--- src/rtl/mips_sb_pkg.sv ---
// Shared sizing constants for the destination-register scoreboard.
package mips_sb_pkg;
    localparam int REG_ADDR_W = 5;
    localparam int NUM_REGS   = 32;
    localparam int CNT_W      = 6;
endpackage

--- src/rtl/dst_reg_scoreboard_decoder5to32.sv ---
// 5-bit register address to 32-bit one-hot decoder with enable.
module decoder5to32
    import mips_sb_pkg::*;
(
    input  logic [REG_ADDR_W-1:0] addr,
    input  logic                  en,
    output logic [NUM_REGS-1:0]   onehot
);
    always_comb begin
        onehot = '0;
        if (en) onehot[addr] = 1'b1;
    end
endmodule

--- src/rtl/dst_reg_scoreboard.sv ---
// Destination-register pending scoreboard with WAW stall and source busy checks.
// Optional same-cycle write-back bypass is enabled by defining SB_WB_BYPASS_EN.
module dst_reg_scoreboard
    import mips_sb_pkg::*;
#(
    parameter bit ZERO_HARDWIRED = 1'b1
) (
    input  logic                  clk,
    input  logic                  rst,
    input  logic                  flush,
    input  logic                  issue_valid,
    input  logic [REG_ADDR_W-1:0] issue_rd,
    output logic                  issue_ready,
    input  logic                  wb_valid,
    input  logic [REG_ADDR_W-1:0] wb_rd,
    input  logic [REG_ADDR_W-1:0] rs,
    input  logic [REG_ADDR_W-1:0] rt,
    output logic                  rs_busy,
    output logic                  rt_busy,
    output logic [NUM_REGS-1:0]   pending,
    output logic [CNT_W-1:0]      pending_cnt,
    output logic                  err_spurious
);
    logic                issue_fire;
    logic                set_en;
    logic [NUM_REGS-1:0] set_vec;
    logic [NUM_REGS-1:0] wb_vec;
    logic [NUM_REGS-1:0] clr_vec;
    logic                set_any;
    logic                clr_any;
    logic                wb_hit;

`ifdef SB_WB_BYPASS_EN
    always_comb begin
        issue_ready = ~pending[issue_rd] | (wb_valid & (wb_rd == issue_rd));
        rs_busy     = pending[rs] & ~(wb_valid & (wb_rd == rs));
        rt_busy     = pending[rt] & ~(wb_valid & (wb_rd == rt));
    end
`else
    always_comb begin
        issue_ready = ~pending[issue_rd];
        rs_busy     = pending[rs];
        rt_busy     = pending[rt];
    end
`endif

    assign issue_fire = issue_valid & issue_ready;
    // Register 0 issues are accepted but never tracked when it is hardwired.
    assign set_en     = issue_fire & ~(ZERO_HARDWIRED & (issue_rd == '0));

    decoder5to32 u_dec_issue (
        .addr   (issue_rd),
        .en     (set_en),
        .onehot (set_vec)
    );

    decoder5to32 u_dec_wb (
        .addr   (wb_rd),
        .en     (wb_valid),
        .onehot (wb_vec)
    );

    assign wb_hit  = wb_valid & pending[wb_rd];
    assign clr_vec = wb_vec & pending;
    assign set_any = |set_vec;
    assign clr_any = |clr_vec;

    always_ff @(posedge clk or posedge rst) begin
        if (rst) begin
            pending      <= '0;
            pending_cnt  <= '0;
            err_spurious <= 1'b0;
        end else begin
            if (wb_valid && !wb_hit) err_spurious <= 1'b1;
            if (flush) begin
                pending     <= '0;
                pending_cnt <= '0;
            end else begin
                // Clear before set so a same-register write-back plus issue stays pending.
                pending     <= (pending & ~clr_vec) | set_vec;
                pending_cnt <= pending_cnt + {{(CNT_W-1){1'b0}}, set_any}
                                           - {{(CNT_W-1){1'b0}}, clr_any};
            end
        end
    end
endmodule

--- config.mk ---
export PLATFORM = sky130hd
export DESIGN_NAME = dst_reg_scoreboard
export DESIGN_NICKNAME = d
export VERILOG_FILES = /design/src/rtl/mips_sb_pkg.sv /design/src/rtl/dst_reg_scoreboard_decoder5to32.sv /design/src/rtl/dst_reg_scoreboard.sv
export SDC_FILE = /design/constraint.sdc
export NUM_CORES = 1
export LEC_CHECK = 0
export BUFFER_PORTS_ARGS = -buffer_cell sky130_fd_sc_hd__buf_4
export CORE_UTILIZATION = 40
export DETAILED_ROUTE_END_ITERATION = 10
export PLACE_DENSITY = 0.68
export SYNTH_ARGS = -nofsm -noshare
export SYNTH_HDL_FRONTEND = slang
export SYNTH_SLANG_ARGS = --single-unit
--- constraint.sdc ---
create_clock -name clk -period 3 [get_ports clk]
set_clock_uncertainty 0.15 [all_clocks]
set_input_delay 0.3 -clock clk [delete_from_list [all_inputs] [get_ports clk]]
set_output_delay 0.3 -clock clk [all_outputs]
set_load 0.005 [all_outputs]
==> impl_metrics.yaml <==
clocking:
  cts_buffer_depth: 2
  clock_latency_ns: 0.30
  numCtsBuffers: 5
  h-tree-depth: 2
  root_buffer: "clkbuf_8"
  clk_pin_slew_ns: 0.08
  tritoncts: "yes"
  cts.sinks: 39
synth:
  ys_seq_area_share_pct: 29.3
  synthMuxAreaShare_pct: 29.4
  synthFlopType: "dfrtp_1"
  synthesis.area_um2: 3330
  synth_area_leader_cell: "dfrtp_1"
  yosys.area_share.simple_pct: 14.4
  ys_types: 51
  synth_top_family_by_area: "multiplexers"
  syn-num-nets: 357
  async_reset_ff_share_pct: 100
  synth_edf_count: 0
  synth.ff_latch_count: 39
  synth.area.top_cells: "dfrtp_1 (29%), mux4_2 (22%), mux2i_1 (4.8%), o211ai_1 (3.4%), nand2_1 (2.7%)"
  synth_warnings: 0
  avgSynthCellArea_um2: 10.2
  synth_compound_area_share_pct: 18.0
  synthCells: 325
  synth_fa_ha_area_share_pct: 2.86
  synth_top_cell_area_share_pct: 29.3
  synthXorXnorAreaFrac_pct: 1.05
finish:
  final_area_um2: 4700
  syn_to_final_growth_pct: 41.1
  num_antenna_cells: 0
  final_layout_size_suffix_gt1_share_pct: 46.7
  fin_cells: 562
  layout_common_cells: "buf_4 (147), dfrtp_1 (39), mux4_2 (33), nand2_1 (24), nor2_1 (22)"
  fin_nets: 491
  final_common_cell: "buf_4"
sta:
  whs_ns: 0.185
  rsz0062_at_grt: "yes"
  fin_crit_ns: 3.31
  slew_headroom_pct: 48.5
  hold_viol: 0
  finalSetupViolations: 5
  worst_slack_ns: -0.309
  worst_pin_slew_ns: 0.772
  fin_crit_sh_pct: 110
  fmax_mhz: 302
  slew_viol_final: 0
floorplan:
  die_area_um2: 8690
  core_area_um2: 7890
  row_count: 32
  fp.dieH_um: 93.2
  initial_core_util_pct: 42.2
  ios: 67
  dieWidth_um: 93.2
routing:
  wirelength_um: 12000
  ant_nets: 0
  viasPerCell: 6.20
  wl_per_cell_um: 21.4
  drtPass1Iterations: 5
  via_count: 3487
  drt_first_iter_violations: 265
  drt_drc_violations_left: 0
power_and_ir_drop:
  p_per_area_nw_per_um2: 323
  intPower_mw: 1.03
  power_frac_clock_pct: 26.2
  cellLeakagePower_nw: 2.05
  power.switching_mw: 0.489
  combPwrFrac_pct: 35.5
  switching_share_pct: 32.2
  seqPwrFrac_pct: 38.3
  vdd_drop_max_mv: 0.366
placement:
  dp_hpwl_um: 9350
  placed_cells: 546
  place_ws_ns: -0.374
  gp_congestion: 0.929
  port-buffer-count: 66
  placed_area_um2: 4440
run_status:
  violations: "setup timing"
  status: "finished, violations left"
setup_path:
  path_class: "reg -> reg"
  r2r_cells: 14
  cp_max_fo: 3
  critPathLaunchType: "flop"
  critPathRequiredTime_ns: 3.04
  worst_path_max_delay_cell: "mux4_2"
  critPathArrivalTime_ns: 3.35
  endpoint_kind: "flop"
  critPathMaxStageDelay_ns: 0.50
  worstPathCellList: "buf_4 > mux4_2 > a32oi_4 > and3b_2 > o311ai_4 > ha_4 > inv_2 > ha_4 > fa_2 > buf_4 > buf_6 > buf_6 > xnor2_2 > nor2_1"
run:
  cap_viol_max_count: 0
global_route:
  overflow: 0
  grt_max_degree: 25
  grt_pass1_vias: 3452
  grtUsageTotal_pct: 28.2
  grt_pass1_wl_um: 18400
  antenna_found_initial: 0
min_path:
  hp-class: "in -> reg"
  hold_depth: 2
==> flip-flops by register name, indices dropped and copies added (netlist names) <==
signal        cells
err_spurious      1
pending          32
pending_cnt       6
==> cells by family after synthesis <==
group / Yosys count
XOR/XNOR: 4
buffers and inverters: 40
AND/OR/NAND/NOR: 93
multiplexers: 54
AO/OA/AOI/OAI: 88
adder cells (fa/ha/maj): 7
flip-flops: 39
==> cell usage after synthesis, types with 4 or more instances <==
| library cell | number |
|---|---|
| a21oi_1 | 13 |
| and3_1 | 5 |
| buf_1 | 4 |
| buf_2 | 4 |
| clkbuf_1 | 14 |
| dfrtp_1 | 39 |
| ha_1 | 6 |
| inv_1 | 16 |
| mux2_2 | 4 |
| mux2i_1 | 16 |
| mux4_2 | 32 |
| nand2_1 | 24 |
| nand2b_1 | 5 |
| nand3_1 | 7 |
| nand3_2 | 4 |
| nand3b_1 | 5 |
| nor2_1 | 22 |
| nor2b_1 | 5 |
| nor3_1 | 7 |
| o211ai_1 | 15 |
| o21ai_0 | 15 |
| o21ai_1 | 15 |
| o311ai_0 | 6 |
| o32ai_1 | 5 |
==> layer usage <==
layer | global-route usage (%) | vias to the layer above | routed length (µm)
met5 | 0 | - | 0
met4 | 10.0 | 0 | 382
met3 | 3.98 | 34 | 1050
met2 | 47.7 | 226 | 5750
met1 | 37.0 | 1685 | 4820
li1 | - | 1542 | -
==> through the flow <==
stage / utilization [%] / TNS, ns / total power, mW
2_1_floorplan: - / -0.169 / 0.878
3_3_place_gp: 56.2 / -0.739 / 1.06
3_5_place_dp: 56.2 / -1.15 / 1.07
4_1_cts: 58.1 / -0.920 / 1.48
5_1_grt: 59.6 / -1.08 / 1.60
6_report: 59.6 / -0.729 / 1.52
==> path summary, 6_finish.rpt <==
check	startpoint	endpoint	slack, ns
hold reg to reg	err_spurious	err_spurious	0.34
setup reg to reg	pending[11]	pending_cnt[2]	-0.31
max in group asynchronous	rst	pending[27]	1.42
min in group asynchronous	rst	pending_cnt[5]	0.49
hold / removal	flush	pending_cnt[3]	0.18
setup / recovery	pending[11]	pending_cnt[2]	-0.31
==> critical path: cells and delay by family (launching register included) <==
| kind | cells | cell delay, ns |
|---|---|---|
| xor+xnor | 1 | 0.12 |
| fa+ha+maj | 3 | 0.78 |
| buf+inv | 5 | 0.54 |
| mux | 1 | 0.50 |
| simple gates | 2 | 0.33 |
| compound gates | 2 | 0.37 |
| flops | 1 | 0.40 |
==> power groups by stage <==
stage,sequential (mW),combinational (mW),clock (mW)
floorplan,0.591,0.287,0
global placement,0.589,0.471,0
detailed placement,0.590,0.482,0
CTS,0.581,0.504,0.397
global route,0.585,0.592,0.421
finish,0.582,0.539,0.399
==> what timing repair did <==
item | CTS | global route
resized for setup | 6 | 14
hold endpoints to repair | 15 | 0
setup buffers | 2 | 5
cloned | 0 | 0
pin swaps | 7 | 12
setup endpoints to repair | 5 | 5
hold buffers | 1 | 0
==> layout make-up <==
cell class	instances	area, µm²
clock buffers	8	100
fillers	654	3190
inverters	16	62.6
multi-input cells	246	2280
flip-flops and latches	39	976
well taps	102	128
repair buffers	151	1160
(Power assumes the default switching activity.)
